<file path="src/rtl/lsu_pkg.sv">
// Shared types and constants for the load/store unit.
package lsu_pkg;

  typedef enum logic [2:0] {
    S_IDLE  = 3'd0,
    S_RD_LO = 3'd1,
    S_RD_HI = 3'd2,
    S_WR_LO = 3'd3,
    S_WR_HI = 3'd4,
    S_RESP  = 3'd5
  } lsu_state_e;

  localparam logic [2:0] F3_B  = 3'b000;
  localparam logic [2:0] F3_H  = 3'b001;
  localparam logic [2:0] F3_W  = 3'b010;
  localparam logic [2:0] F3_BU = 3'b100;
  localparam logic [2:0] F3_HU = 3'b101;

  // access size encoded as byte count minus one
  typedef logic [1:0] lsu_size_t;
  localparam lsu_size_t SZ_B = 2'd0;
  localparam lsu_size_t SZ_H = 2'd1;
  localparam lsu_size_t SZ_W = 2'd3;

endpackage

</file>
<file path="src/rtl/lsu_align.sv">
// Byte-lane alignment: load extract/extend from {buf_hi,buf_lo} and store merge into the same
// two-word window, so split accesses fall out of the same shift.
module lsu_align
  import lsu_pkg::*;
(
  input  logic [31:0] buf_lo_i,
  input  logic [31:0] buf_hi_i,
  input  logic [31:0] store_data_i,
  input  logic [1:0]  off_i,
  input  lsu_size_t   size_i,
  input  logic        unsigned_i,
  output logic [31:0] load_data_o,
  output logic [31:0] wdata_lo_o,
  output logic [31:0] wdata_hi_o
);

  logic [63:0] window;
  logic [63:0] mask;
  logic [63:0] mask_sh;
  logic [63:0] data_sh;
  logic [63:0] merged;
  logic [31:0] shifted;
  logic [5:0]  sh_amt;

  assign sh_amt  = {1'b0, off_i, 3'b000};
  assign window  = {buf_hi_i, buf_lo_i};
  assign shifted = 32'(window >> sh_amt);

  always_comb begin
    unique case (size_i)
      SZ_B:    mask = 64'h0000_0000_0000_00FF;
      SZ_H:    mask = 64'h0000_0000_0000_FFFF;
      default: mask = 64'h0000_0000_FFFF_FFFF;
    endcase
  end

  always_comb begin
    unique case (size_i)
      SZ_B:    load_data_o = {{24{shifted[7] & ~unsigned_i}}, shifted[7:0]};
      SZ_H:    load_data_o = {{16{shifted[15] & ~unsigned_i}}, shifted[15:0]};
      default: load_data_o = shifted;
    endcase
  end

  assign mask_sh    = mask << sh_amt;
  assign data_sh    = {32'h0, store_data_i} << sh_amt;
  assign merged     = (window & ~mask_sh) | (data_sh & mask_sh);
  assign wdata_lo_o = merged[31:0];
  assign wdata_hi_o = merged[63:32];

endmodule

</file>
<file path="src/rtl/load_store_unit.sv">
// RV32I load/store unit over a word-wide memory without byte enables; sub-word stores are RMW.
// Define LSU_MISALIGN_EN to perform misaligned accesses (split into LO/HI words when needed).
//
// state   | meaning
// IDLE    | ready for a request
// RD_LO   | reading low (or only) word into buf_lo
// RD_HI   | reading high word of a split access into buf_hi
// WR_LO   | writing merged low word
// WR_HI   | writing merged high word of a split store
// RESP    | response held until rsp_ready
module load_store_unit
  import lsu_pkg::*;
#(
  parameter int DATA_W   = 32,
  parameter int DM_A_W   = 33,
  parameter int DM_WORDS = 4198
) (
  input  logic              clk,
  input  logic              rst,
  input  logic              req_valid,
  output logic              req_ready,
  input  logic              req_store,
  input  logic [2:0]        req_funct3,
  input  logic [31:0]       req_addr,
  input  logic [DATA_W-1:0] req_wdata,
  output logic              rsp_valid,
  input  logic              rsp_ready,
  output logic [DATA_W-1:0] rsp_rdata,
  output logic              rsp_err,
  output logic              dm_re,
  output logic              dm_we,
  output logic [DM_A_W-1:0] dm_addr,
  output logic [DATA_W-1:0] dm_wdata,
  input  logic [DATA_W-1:0] dm_rdata
);

  localparam logic [29:0] WORDS_L = 30'(DM_WORDS);

  lsu_state_e  state_q;
  logic        store_q, uns_q, split_q, err_q;
  lsu_size_t   size_q;
  logic [1:0]  off_q;
  logic [29:0] lo_q, hi_q;
  logic [31:0] wdata_q, buf_lo_q, buf_hi_q;

  lsu_size_t   dec_size;
  logic        dec_uns, dec_ill, dec_misal, dec_split, dec_oor, dec_err;
  logic [29:0] dec_lo, dec_hi;
  logic [31:0] load_data, wdata_lo, wdata_hi;

  always_comb begin
    dec_size = SZ_B;
    dec_uns  = 1'b0;
    dec_ill  = 1'b0;
    case (req_funct3)
      F3_B:    dec_size = SZ_B;
      F3_H:    dec_size = SZ_H;
      F3_W:    dec_size = SZ_W;
      F3_BU:   dec_uns  = 1'b1;
      F3_HU:   begin dec_size = SZ_H; dec_uns = 1'b1; end
      default: dec_ill  = 1'b1;
    endcase
    if (req_store && req_funct3 > F3_W) dec_ill = 1'b1;
  end

  assign dec_lo = req_addr[31:2];
  assign dec_hi = dec_lo + 30'd1;

`ifdef LSU_MISALIGN_EN
  assign dec_misal = 1'b0;
  assign dec_split = ({1'b0, req_addr[1:0]} + {1'b0, dec_size}) > 3'd3;
`else
  assign dec_misal = |(req_addr[1:0] & dec_size);
  assign dec_split = 1'b0;
`endif

  // the HI word of a split must be in range too, otherwise nothing is touched
  assign dec_oor = (dec_lo >= WORDS_L) | (dec_split & (dec_hi >= WORDS_L));
  assign dec_err = dec_ill | dec_misal | dec_oor;

  always_ff @(posedge clk or negedge rst) begin
    if (!rst) begin
      state_q  <= S_IDLE;
      store_q  <= 1'b0;
      uns_q    <= 1'b0;
      split_q  <= 1'b0;
      err_q    <= 1'b0;
      size_q   <= SZ_B;
      off_q    <= 2'b00;
      lo_q     <= '0;
      hi_q     <= '0;
      wdata_q  <= '0;
      buf_lo_q <= '0;
      buf_hi_q <= '0;
    end else begin
      unique case (state_q)
        S_IDLE: if (req_valid) begin
          store_q <= req_store;
          uns_q   <= dec_uns;
          split_q <= dec_split;
          err_q   <= dec_err;
          size_q  <= dec_size;
          off_q   <= req_addr[1:0];
          lo_q    <= dec_lo;
          hi_q    <= dec_hi;
          wdata_q <= req_wdata;
          if (dec_err)                                         state_q <= S_RESP;
          else if (req_store && dec_size == SZ_W && !dec_split) state_q <= S_WR_LO;
          else                                                 state_q <= S_RD_LO;
        end
        S_RD_LO: begin
          buf_lo_q <= dm_rdata;
          if (split_q)      state_q <= S_RD_HI;
          else if (store_q) state_q <= S_WR_LO;
          else              state_q <= S_RESP;
        end
        S_RD_HI: begin
          buf_hi_q <= dm_rdata;
          state_q  <= store_q ? S_WR_LO : S_RESP;
        end
        S_WR_LO: state_q <= split_q ? S_WR_HI : S_RESP;
        S_WR_HI: state_q <= S_RESP;
        S_RESP:  if (rsp_ready) state_q <= S_IDLE;
        default: state_q <= S_IDLE;
      endcase
    end
  end

  lsu_align u_align (
    .buf_lo_i     (buf_lo_q),
    .buf_hi_i     (buf_hi_q),
    .store_data_i (wdata_q),
    .off_i        (off_q),
    .size_i       (size_q),
    .unsigned_i   (uns_q),
    .load_data_o  (load_data),
    .wdata_lo_o   (wdata_lo),
    .wdata_hi_o   (wdata_hi)
  );

  always_comb begin
    dm_re    = 1'b0;
    dm_we    = 1'b0;
    dm_addr  = '0;
    dm_wdata = '0;
    case (state_q)
      S_RD_LO: begin dm_re = 1'b1; dm_addr = DM_A_W'(lo_q); end
      S_RD_HI: begin dm_re = 1'b1; dm_addr = DM_A_W'(hi_q); end
      S_WR_LO: begin dm_we = 1'b1; dm_addr = DM_A_W'(lo_q); dm_wdata = wdata_lo; end
      S_WR_HI: begin dm_we = 1'b1; dm_addr = DM_A_W'(hi_q); dm_wdata = wdata_hi; end
      default: ;
    endcase
  end

  assign req_ready = rst & (state_q == S_IDLE);
  assign rsp_valid = (state_q == S_RESP);
  assign rsp_err   = rsp_valid & err_q;
  assign rsp_rdata = (rsp_valid & ~err_q & ~store_q) ? load_data : '0;

endmodule

</file>
<file path="config.mk">
export PLATFORM = sky130hd
export DESIGN_NAME = load_store_unit
export DESIGN_NICKNAME = d
export VERILOG_FILES = /design/src/rtl/lsu_pkg.sv /design/src/rtl/lsu_align.sv /design/src/rtl/load_store_unit.sv
export SDC_FILE = /design/constraint.sdc
export NUM_CORES = 1
export LEC_CHECK = 0
export BUFFER_PORTS_ARGS = -buffer_cell sky130_fd_sc_hd__buf_2
export CAP_MARGIN = 40
export CORE_MARGIN = 4
export CORE_UTILIZATION = 60
export CTS_CLUSTER_DIAMETER = 40
export CTS_CLUSTER_SIZE = 30
export DETAILED_ROUTE_END_ITERATION = 16
export PLACE_DENSITY = 0.89
export SETUP_SLACK_MARGIN = 0.05
export SYNTH_ARGS = -nofsm -noshare
export SYNTH_HDL_FRONTEND = slang
export SYNTH_HIERARCHICAL = 1
export SYNTH_SLANG_ARGS = --single-unit
</file>
<file path="constraint.sdc">
create_clock -name clk -period 4 [get_ports clk]
set_input_delay 0.2 -clock clk [delete_from_list [all_inputs] [get_ports clk]]
set_output_delay 0.2 -clock clk [all_outputs]
set_load 0.005 [all_outputs]
</file>
After elaboration in Yosys (flattened, before gate mapping)
Cells that the tools add are included.
W data, S select, Z words.
{"block": "word_totals", "regBits": 166, "rom_bits": 0, "n_memories": 0, "output_inout_bits": 102, "input_bits": 104, "elab_cells": 78, "latchBits": 0, "ram_bits": 0}
{"block": "classes", "addsub": 1, "n_eq_ne": 13, "order_cmp": 2, "bitwise": 16, "n_reduce_logical": 15, "n_mul": 0, "n_div": 0, "muxes": 17, "shifts": 3}
{"operator": "$pmux W32 S2", "n": 3}
{"operator": "$and A64 B64 Y64", "n": 2}
{"operator": "$shl A32 B5 Y64", "n": 2}
{"operator": "$not A64 Y64", "n": 1}
{"operator": "$or A64 B64 Y64", "n": 1}
{"operator": "$shr A64 B5 Y32", "n": 1}
{"operator": "$pmux W30 S2", "n": 1}
{"operator": "$mux W32", "n": 1}
{"operator": "$add A30 B1 Y30 const B", "n": 1}
{"operator": "$ge A30 B13 Y1 const B", "n": 1}
{"operator": "$reduce_or A2 Y1", "n": 7}
{"operator": "$eq A3 B3 Y1 const B", "n": 4}
{"operator": "$mux W3", "n": 4}
{"operator": "$pmux W3 S4", "n": 1}
{"operator": "$eq A3 B2 Y1 const B", "n": 3}
{"operator": "$and A1 B1 Y1", "n": 6}
{"operator": "$eq A3 B1 Y1 const B", "n": 2}
{"operator": "$logic_not A3 Y1", "n": 2}
{"operator": "$mux W1", "n": 5}
{"operator": "$reduce_or A5 Y1", "n": 1}
{"operator": "$pmux W2 S2", "n": 1}
{"operator": "$reduce_and A2 Y1", "n": 2}
{"operator": "$gt A3 B2 Y1 const B", "n": 1}
{"operator": "$not A1 Y1", "n": 3}
{"operator": "other kinds (9)", "n": 11}

Longest topological paths before layout
Gate-level depths: netlist of run 1.
{"block": "logic_depth", "depth_word": 10, "depth_mapped": 8}

Hierarchy
The synthesis of run 1 kept the hierarchy.
{"mod": "load_store_unit", "instances": 1, "area_per_inst_um2": 7766.2, "cells_each": 765}
{"mod": "lsu_align", "instances": 1, "area_per_inst_um2": 2275.9, "cells_each": 308}

Worst setup path before layout of run 1
OpenSTA, ideal clock, no wires.
{"block": "synth_timing", "kind": "register to output", "from": "register off_q[0]", "to": "output dm_wdata[24]", "arrival_ns": 1.696, "path_stages_with_launch": 8, "slack_ns": 2.104, "required_ns": 3.800, "cell_sequence": "dfrtp_1 > buf_4 > buf_4 > nor2_1 > nor2_1 > nor2_2 > mux2_2 > a22o_1"}
{"block": "synth_between", "elab_chain_len": 5, "word_cells_on_any_way": 7, "classes_between": "shift (2); mux (1); bitwise (4)"}
{"item": "from (decl)", "line_no": "load_store_unit.sv:42", "source": "logic [1:0] off_q;"}
{"item": "from (signal assigned)", "line_no": "load_store_unit.sv:103", "source": "off_q <= req_addr[1:0];"}
{"item": "$shl A32 B5 Y64", "line_no": "lsu_align.sv:45", "source": "assign mask_sh = mask << sh_amt;"}
{"item": "$not A64 Y64", "line_no": "lsu_align.sv:47", "source": "assign merged = (window & ~mask_sh) | (data_sh & mask_sh);"}
{"item": "$and A64 B64 Y64", "line_no": "lsu_align.sv:47"}
{"item": "$or A64 B64 Y64 *", "line_no": "lsu_align.sv:47"}
{"item": "net wdata_lo[24]", "line_no": "load_store_unit.sv:49", "source": "logic [31:0] load_data, wdata_lo, wdata_hi;"}
{"item": "$pmux W32 S2 *", "line_no": "load_store_unit.sv:146", "source": "case (state_q)"}
{"item": "to (decl)", "line_no": "load_store_unit.sv:33", "source": "output logic [DATA_W-1:0] dm_wdata,"}
The timed path passes the listed nets; every way through them passes the cells marked *.

Final worst setup path of run 1
{"block": "layout_timing", "from": "register off_q[1]", "to": "output dm_wdata[23]"}
{"block": "layout_between", "elab_chain_len": 5, "word_cells_on_any_way": 7, "classes_between": "shift (2); mux (1); bitwise (4)"}
{"item": "$shl A32 B5 Y64", "line_no": "lsu_align.sv:45"}
{"item": "$not A64 Y64", "line_no": "lsu_align.sv:47"}
{"item": "$and A64 B64 Y64", "line_no": "lsu_align.sv:47"}
{"item": "$or A64 B64 Y64 *", "line_no": "lsu_align.sv:47"}
{"item": "net wdata_hi[23]", "line_no": "load_store_unit.sv:49"}
{"item": "$pmux W32 S2 *", "line_no": "load_store_unit.sv:146"}
Marks and branches as above.

==> results.py, run 1 <==
metrics = {
    "outcome": {
        "status": "finished, final reports clean",
    },
    "sta": {
        "grt_setup_unrepaired": "no",
        "setup_slack_ps": 798.1,
        "finalHoldViolCount": 0,
        "setup_viol": 0,
        "clock_skew_ps": 6.664,
        "fmax_mhz": 312.3,
        "setup-tns-final_ps": 0,
        "worst_slew_pin_slew_ps": 801.6,
        "fin_crit_sh_pct": 80.05,
        "holdWs_ps": 7.274,
        "slew-limit-headroom_pct": 46.56,
        "finalMaxSlewViolations": 0,
        "min_period_ps": 3202,
    },
    "placement": {
        "port_buffers": 202,
        "dp_slack_ps": 1318,
        "hpwl_um": 20030,
        "globalplace.congestion": 0.9807,
        "placedCellCount": 1422,
    },
    "grt": {
        "first_global_vias": 8243,
        "grt_start_max_net_pins": 92,
        "grt_pass1_wl_um": 44240,
        "track_usage_pct": 30.24,
        "antenna_found_initial": 0,
        "grt-ovfl-total": 0,
    },
    "clock_tree": {
        "htreeDepth": 4,
        "cts_tree": "built",
        "clk-insertion-delay-late_ps": 430,
        "clockRootBuffer": "clkbuf_16",
        "cts_buffers": 17,
        "numClockSinks": 166,
        "clock_path_buffers": 2,
        "path_clk_slew_ps": 70,
    },
    "detailed_routing": {
        "via_per_inst": 5.981,
        "first_pass_iters": 8,
        "drt_wl_total_um": 28710,
        "routedWlPerCell_um": 19.37,
        "via_count": 8864,
        "antenna_left": 0,
        "drtIter0Drc": 810,
        "drc": 0,
    },
    "power_and_ir_drop": {
        "p_int_uw": 5605,
        "pwr-share-comb_pct": 47.0,
        "ir_worst_vdd_uv": 397.6,
        "p_sw_uw": 3997,
        "fin_total_pwr_uw": 9602,
        "clkPwrFrac_pct": 17.2,
        "power_leakage_uw": 0.005707,
        "power_frac_seq_pct": 35.8,
        "swShare_pct": 41.63,
        "powerDensity_nw_per_um2": 806.0,
    },
    "layout": {
        "syn2layout_area_growth_pct": 18.63,
        "stdcell_count": 1482,
        "layout_common_cells": "283 x nand2_1, 201 x buf_2, 164 x dfrtp_1",
        "final_common_cell": "nand2_1",
        "nets": 1354,
        "n_fill_cell": 1185,
        "drive_gt1_share_pct": 31.25,
    },
    "floorplanning": {
        "rows": 47,
        "die_area_um2": 18870,
        "num_io_pins": 206,
        "die_y_um": 137.4,
        "core-area_um2": 16470,
        "initial_core_util_pct": 60.99,
        "die_w_um": 137.4,
    },
    "worst_setup_path": {
        "critPathArrivalTime_ps": 3000,
        "critPathRequiredTime_ps": 3800,
        "cp_max_fo": 34,
        "rr_startpoint": "state_q[2]",
        "worst_setup_path_end_kind": "primary output",
        "r2r_setup_slack_ps": 1610,
        "crit_start": "off_q[1]",
        "worstSetupStartpointType": "flip-flop",
        "worstSetupPathType": "flip-flop to primary output",
    },
    "logic_synthesis": {
        "yosys_warnings": 6,
        "synth-edff-count": 0,
        "ys_seq_area_share_pct": 41.37,
        "syn-cell-area_um2": 10040,
        "syn_inst": 1073,
        "synth_ff_type": "dfrtp_1",
        "async_flop_share_pct": 100.0,
        "yosysUniqueCellTypes": 55,
        "avgSynthCellArea_um2": 9.359,
        "ys_ff_latch": 166,
    },
    "job": {
        "max_cap_viol_count": 0,
    },
    "hold_path": {
        "hold_class": "input pin to flip-flop",
        "worstHoldStart": "req_wdata[21]",
    },
}
## through the flow
step | utilization, % | cell area [um^2]
after CTS | 72.33 | 11910
after global routing | 72.33 | 11910
after global placement | 67.12 | 11050
final | 72.35 | 11910
after detailed placement | 67.12 | 11050
after floorplan | - | 10050
## cell usage after synthesis (all sizes together) (2+ instances only)
cell type | n | area, um^2
mux4 | 15 | 337.8
nor2b | 3 | 18.77
xnor2 | 25 | 219.0
nor4 | 13 | 112.6
or4 | 3 | 26.27
and4 | 3 | 28.78
ha | 2 | 25.02
buf | 40 | 254.0
nand3 | 10 | 55.05
nor3 | 9 | 45.04
mux2 | 107 | 1205
nor3b | 4 | 35.03
nand3b | 2 | 15.01
nand4 | 3 | 25.02
xor2 | 4 | 35.03
o21a | 2 | 15.01
o21ai | 55 | 275.3
nor2 | 51 | 196.4
a21oi | 25 | 125.1
a31oi | 9 | 56.30
mux2i | 43 | 430.4
dfrtp | 166 | 4154
and2 | 37 | 231.5
or2 | 3 | 18.77
inv | 8 | 30.03
a22oi | 8 | 60.06
o31ai | 2 | 15.01
a21o | 2 | 15.01
nand2b | 2 | 12.51
nand2 | 284 | 1066
o211ai | 10 | 75.07
clkbuf | 48 | 180.2
a22o | 63 | 551.8
and3 | 2 | 15.01
## layout make-up
cell class | instances | area, um^2 | area share (%)
multi-input cells | 813 | 5460 | 45.84
inverters | 8 | 30.03 | 0.2521
diodes | 1 | 2.502 | 0.02101
flip-flops and latches | 166 | 4159 | 34.91
clock inverters | 12 | 141.4 | 1.187
repair buffers | 242 | 1398 | 11.73
clock buffers | 20 | 446.7 | 3.750
well taps | 220 | 275.3 | 2.311
## layer usage
metal / global-route usage, % / share of wire (%) / wire length, um / up-vias
met3: 8.072 / 10 / 2958 / 54
met4: 10.42 / 2.7 / 769 / 0
met2: 47.28 / 47 / 13400 / 511
li1: - / - / - / 4079
met1: 41.02 / 40 / 11580 / 4220
met5: 0 / 0 / 0 / -
## final timing paths
check | endpoint | cells after the start
max in group asynchronous | hi_q[15] | 3
min | wdata_q[21] | 3
min reg2reg | lo_q[16] | 2
max reg2reg | hi_q[11] | 5
max | dm_wdata[23] | 5
min in group asynchronous | buf_lo_q[2] | 2
## cells by family (layout without fill, tap and decap cells)
family	count (synthesis)	after routing	share of synthesized area, %
compound gates	182	182	12.33
xor+xnor	29	29	2.529
fa+ha+maj	3	3	0.3488
buf+inv	96	282	4.622
flops	166	166	41.37
mux	165	165	19.65
other cells	1	4	0.03734
simple gates	431	431	19.11
## power by group through the flow
stage / Sequential [uW] / Clock, uW / Combinational (uW)
final: 3440 / 1650 / 4520
after global routing: 3530 / 1740 / 4920
after CTS: 3400 / 1660 / 4440
after detailed placement: 3420 / 0 / 4370
after global placement: 3370 / 0 / 4260
after floorplan: 2920 / 0 / 3530
## worst max-delay path, stage by stage, from the launching register on
cell and delay (ps):
dfrtp_2 750, and2_1 630, nand2_1 410, mux2_2 390, a22o_1 250, buf_2 140
## repair_timing
| action | 4_1_cts | 5_1_grt |
|---|---|---|
| buffers inserted | 0 | 0 |
| setup endpoints to repair | 0 | 0 |
| resized for setup | 0 | 0 |
| endpoints found under the hold margin | 101 | 0 |
| hold buffers | 27 | 0 |
## registers in the layout, indices dropped and copies added, names as in the netlist
signal    count
size_q        2
hi_q         30
store_q       1
err_q         1
state_q       3
wdata_q      32
lo_q         30
buf_hi_q     32
off_q         2
buf_lo_q     32
uns_q         1
(Power assumes the default switching activity.)
==> run 2, diff against run 1 <==
Settings changed: CORE_UTILIZATION 60 to 56, PLACE_DENSITY 0.89 to 0.84.
Clock period 4 ns to 3.2 ns, I/O delays scaled along.
==> run 2 against run 1 <==
Compared with the run above: core utilization decreased by 0.099 points; routed wire length up 7.8%; via count up 4.3%; largest cell class unchanged; die area grew 6.7%; final cell count increased by 4.6%; power grew 27%; sequential share of layout area is 1.9 points lower; first-iteration DRC count up 18%; highest routed layer is now met5; hold slack better by 13 ps.
==> results.py, run 2 (synthesis results as in run 1) <==
metrics = {
    "outcome": {
        "status": "finished, final reports clean",
    },
    "clock_tree": {
        "post-cts-setup-buffers": 0,
        "numClockSinks": 166,
        "holdBufCountCts": 86,
        "path_clk_slew_ps": 70,
        "htreeDepth": 4,
        "post_cts_resized": 0,
        "cts_buffers": 17,
        "clockRootBuffer": "clkbuf_16",
        "clock_path_buffers": 2,
        "cts_tree": "built",
        "clk-insertion-delay-late_ps": 440,
    },
    "detailed_routing": {
        "dr.max_layer_used": "met5",
        "via_count": 9245,
        "wl_met3_um": 3245,
        "dr_wl_met2_um": 14150,
        "antenna_left": 0,
        "drt_wl_total_um": 30960,
        "wl_met1_um": 12580,
        "routedWlPerCell_um": 19.97,
        "drc": 0,
        "via_per_inst": 5.965,
        "drtIter0Drc": 952,
        "first_pass_iters": 5,
    },
    "worst_setup_path": {
        "r2r-end": "hi_q[7]",
        "worstSetupPathType": "flip-flop to primary output",
        "r2r_cells": 4,
        "rr_startpoint": "state_q[1]",
        "cpPeakStageDelay_ps": 810,
        "crit_buf_inv": 2,
        "cp_top_family": "flip-flops",
        "worst_setup_path_end_kind": "primary output",
        "worstSetupStartpointType": "flip-flop",
        "r2r_setup_slack_ps": 920,
        "crit_chain": "buf_4 > mux2i_1 > mux2i_1 > mux2_2 > a22o_1 > buf_2",
        "crit_path_frequent_cell": "mux2i_1",
        "cpMaxStageDelayCell": "dfrtp_4",
        "critPathArrivalTime_ps": 2790,
        "cp_max_fo": 39,
        "critPathRequiredTime_ps": 3040,
    },
    "sta": {
        "slew-limit-headroom_pct": 47.83,
        "clock_skew_ps": 10.00,
        "finalHoldViolCount": 0,
        "finalMaxSlewViolations": 0,
        "min_period_ps": 2954,
        "setup_viol": 0,
        "fmax_mhz": 338.6,
        "setup_slack_ps": 246.3,
        "grt_setup_unrepaired": "no",
        "setup-tns-final_ps": 0,
        "fin_crit_sh_pct": 92.30,
        "worst_slew_pin_slew_ps": 779.7,
    },
    "floorplanning": {
        "initial_core_util_pct": 57.66,
        "die_area_um2": 20140,
        "rows": 48,
        "core-area_um2": 17420,
        "die_w_um": 141.9,
        "die_y_um": 141.9,
        "num_io_pins": 206,
    },
    "grt": {
        "antenna_found_initial": 3,
        "track_usage_pct": 30.69,
        "grt_start_max_net_pins": 118,
        "grt-ovfl-total": 0,
        "grt_pass1_wl_um": 48980,
        "first_global_vias": 9125,
    },
    "power_and_ir_drop": {
        "ir_worst_vdd_uv": 640.6,
        "swShare_pct": 42.52,
        "p_int_uw": 7012,
        "power_frac_seq_pct": 34.7,
        "power_leakage_uw": 0.005987,
        "clkPwrFrac_pct": 17.2,
        "p_sw_uw": 5187,
        "pwr-share-comb_pct": 48.1,
        "powerDensity_nw_per_um2": 969.5,
    },
    "layout": {
        "drive_gt1_share_pct": 30.21,
        "syn2layout_area_growth_pct": 25.31,
        "largestRegisters": "buf_hi_q (32), buf_lo_q (32), wdata_q (32)",
        "nets": 1417,
        "stdcell_count": 1550,
        "layout_common_cells": "283 x nand2_1, 201 x buf_2, 164 x dfrtp_1",
        "utilization_pct": 72.25,
        "final_common_cell": "nand2_1",
    },
    "hold_path": {
        "hold_end": "uns_q",
        "worstHoldStart": "req_funct3[1]",
        "hold_class": "input pin to flip-flop",
        "hold_depth": 3,
    },
    "placement": {
        "port_buffers": 202,
        "placedCellCount": 1431,
        "hpwl_um": 20810,
        "dp_slack_ps": 740.0,
        "globalplace.congestion": 0.9588,
    },
    "job": {
        "max_cap_viol_count": 0,
    },
}
run 2: cell count changes in the layout (fill, tap and decap cells not counted), sizes merged:
cell and delta:
buf +4, bufinv -1, clkbuf -3, clkinv +3, dlygate4sd3 +59, inv +1
run 2: how the worst max path moves through the flow:
stage	startpoint	cells past startpoint	slack (ps)	to
finish	off_q[0]	6	250	dm_wdata[28]
global route	off_q[0]	6	120	dm_wdata[28]
CTS	off_q[0]	6	270	dm_wdata[28]
detailed placement	off_q[0]	6	740	dm_wdata[28]
global placement	off_q[0]	6	810	dm_wdata[29]
floorplan	state_q[2]	4	1310	buf_hi_q[22]
run 2: power by group through the flow:
stage               Combinational, uW  Clock, uW  Sequential [uW]
finish                           5860       2100             4240
global route                     6380       2220             4340
CTS                              5750       2110             4180
detailed placement               5600          0             4210
global placement                 5460          0             4170
floorplan                        4420          0             3640
run 2: worst min-delay path, stage by stage:
cell	delay, ps
buf_2	110
nand3b_1	100
nand2_1	50
run 2: stage by stage:
| stage | hold WS (ps) | power (uW) | area [um^2] |
|---|---|---|---|
| 2_1_floorplan | -135.6 | 8061 | 10050 |
| 3_3_place_gp | 128.0 | 9632 | 11110 |
| 3_5_place_dp | 131.5 | 9815 | 11110 |
| 4_1_cts | 1.221 | 12040 | 12580 |
| 5_1_grt | 11.77 | 12950 | 12580 |
| 6_report | 20.02 | 12200 | 12580 |
run 2: cell type report:
| type | instances | area [um^2] |
|---|---|---|
| multi-input cells | 813 | 5460 |
| fillers | 1233 | 4833 |
| flip-flops and latches | 166 | 4159 |
| repair buffers | 305 | 2043 |
| clock buffers | 17 | 425.4 |
| well taps | 225 | 281.5 |
| clock inverters | 15 | 181.4 |
| inverters | 8 | 30.03 |
| diodes | 1 | 2.502 |
run 2: routing by layer:
metal | global-route usage [%] | up-vias
met5 | 0 | -
met4 | 10.30 | 4
met3 | 10.01 | 83
met2 | 47.45 | 519
met1 | 41.16 | 4445
li1 | - | 4194
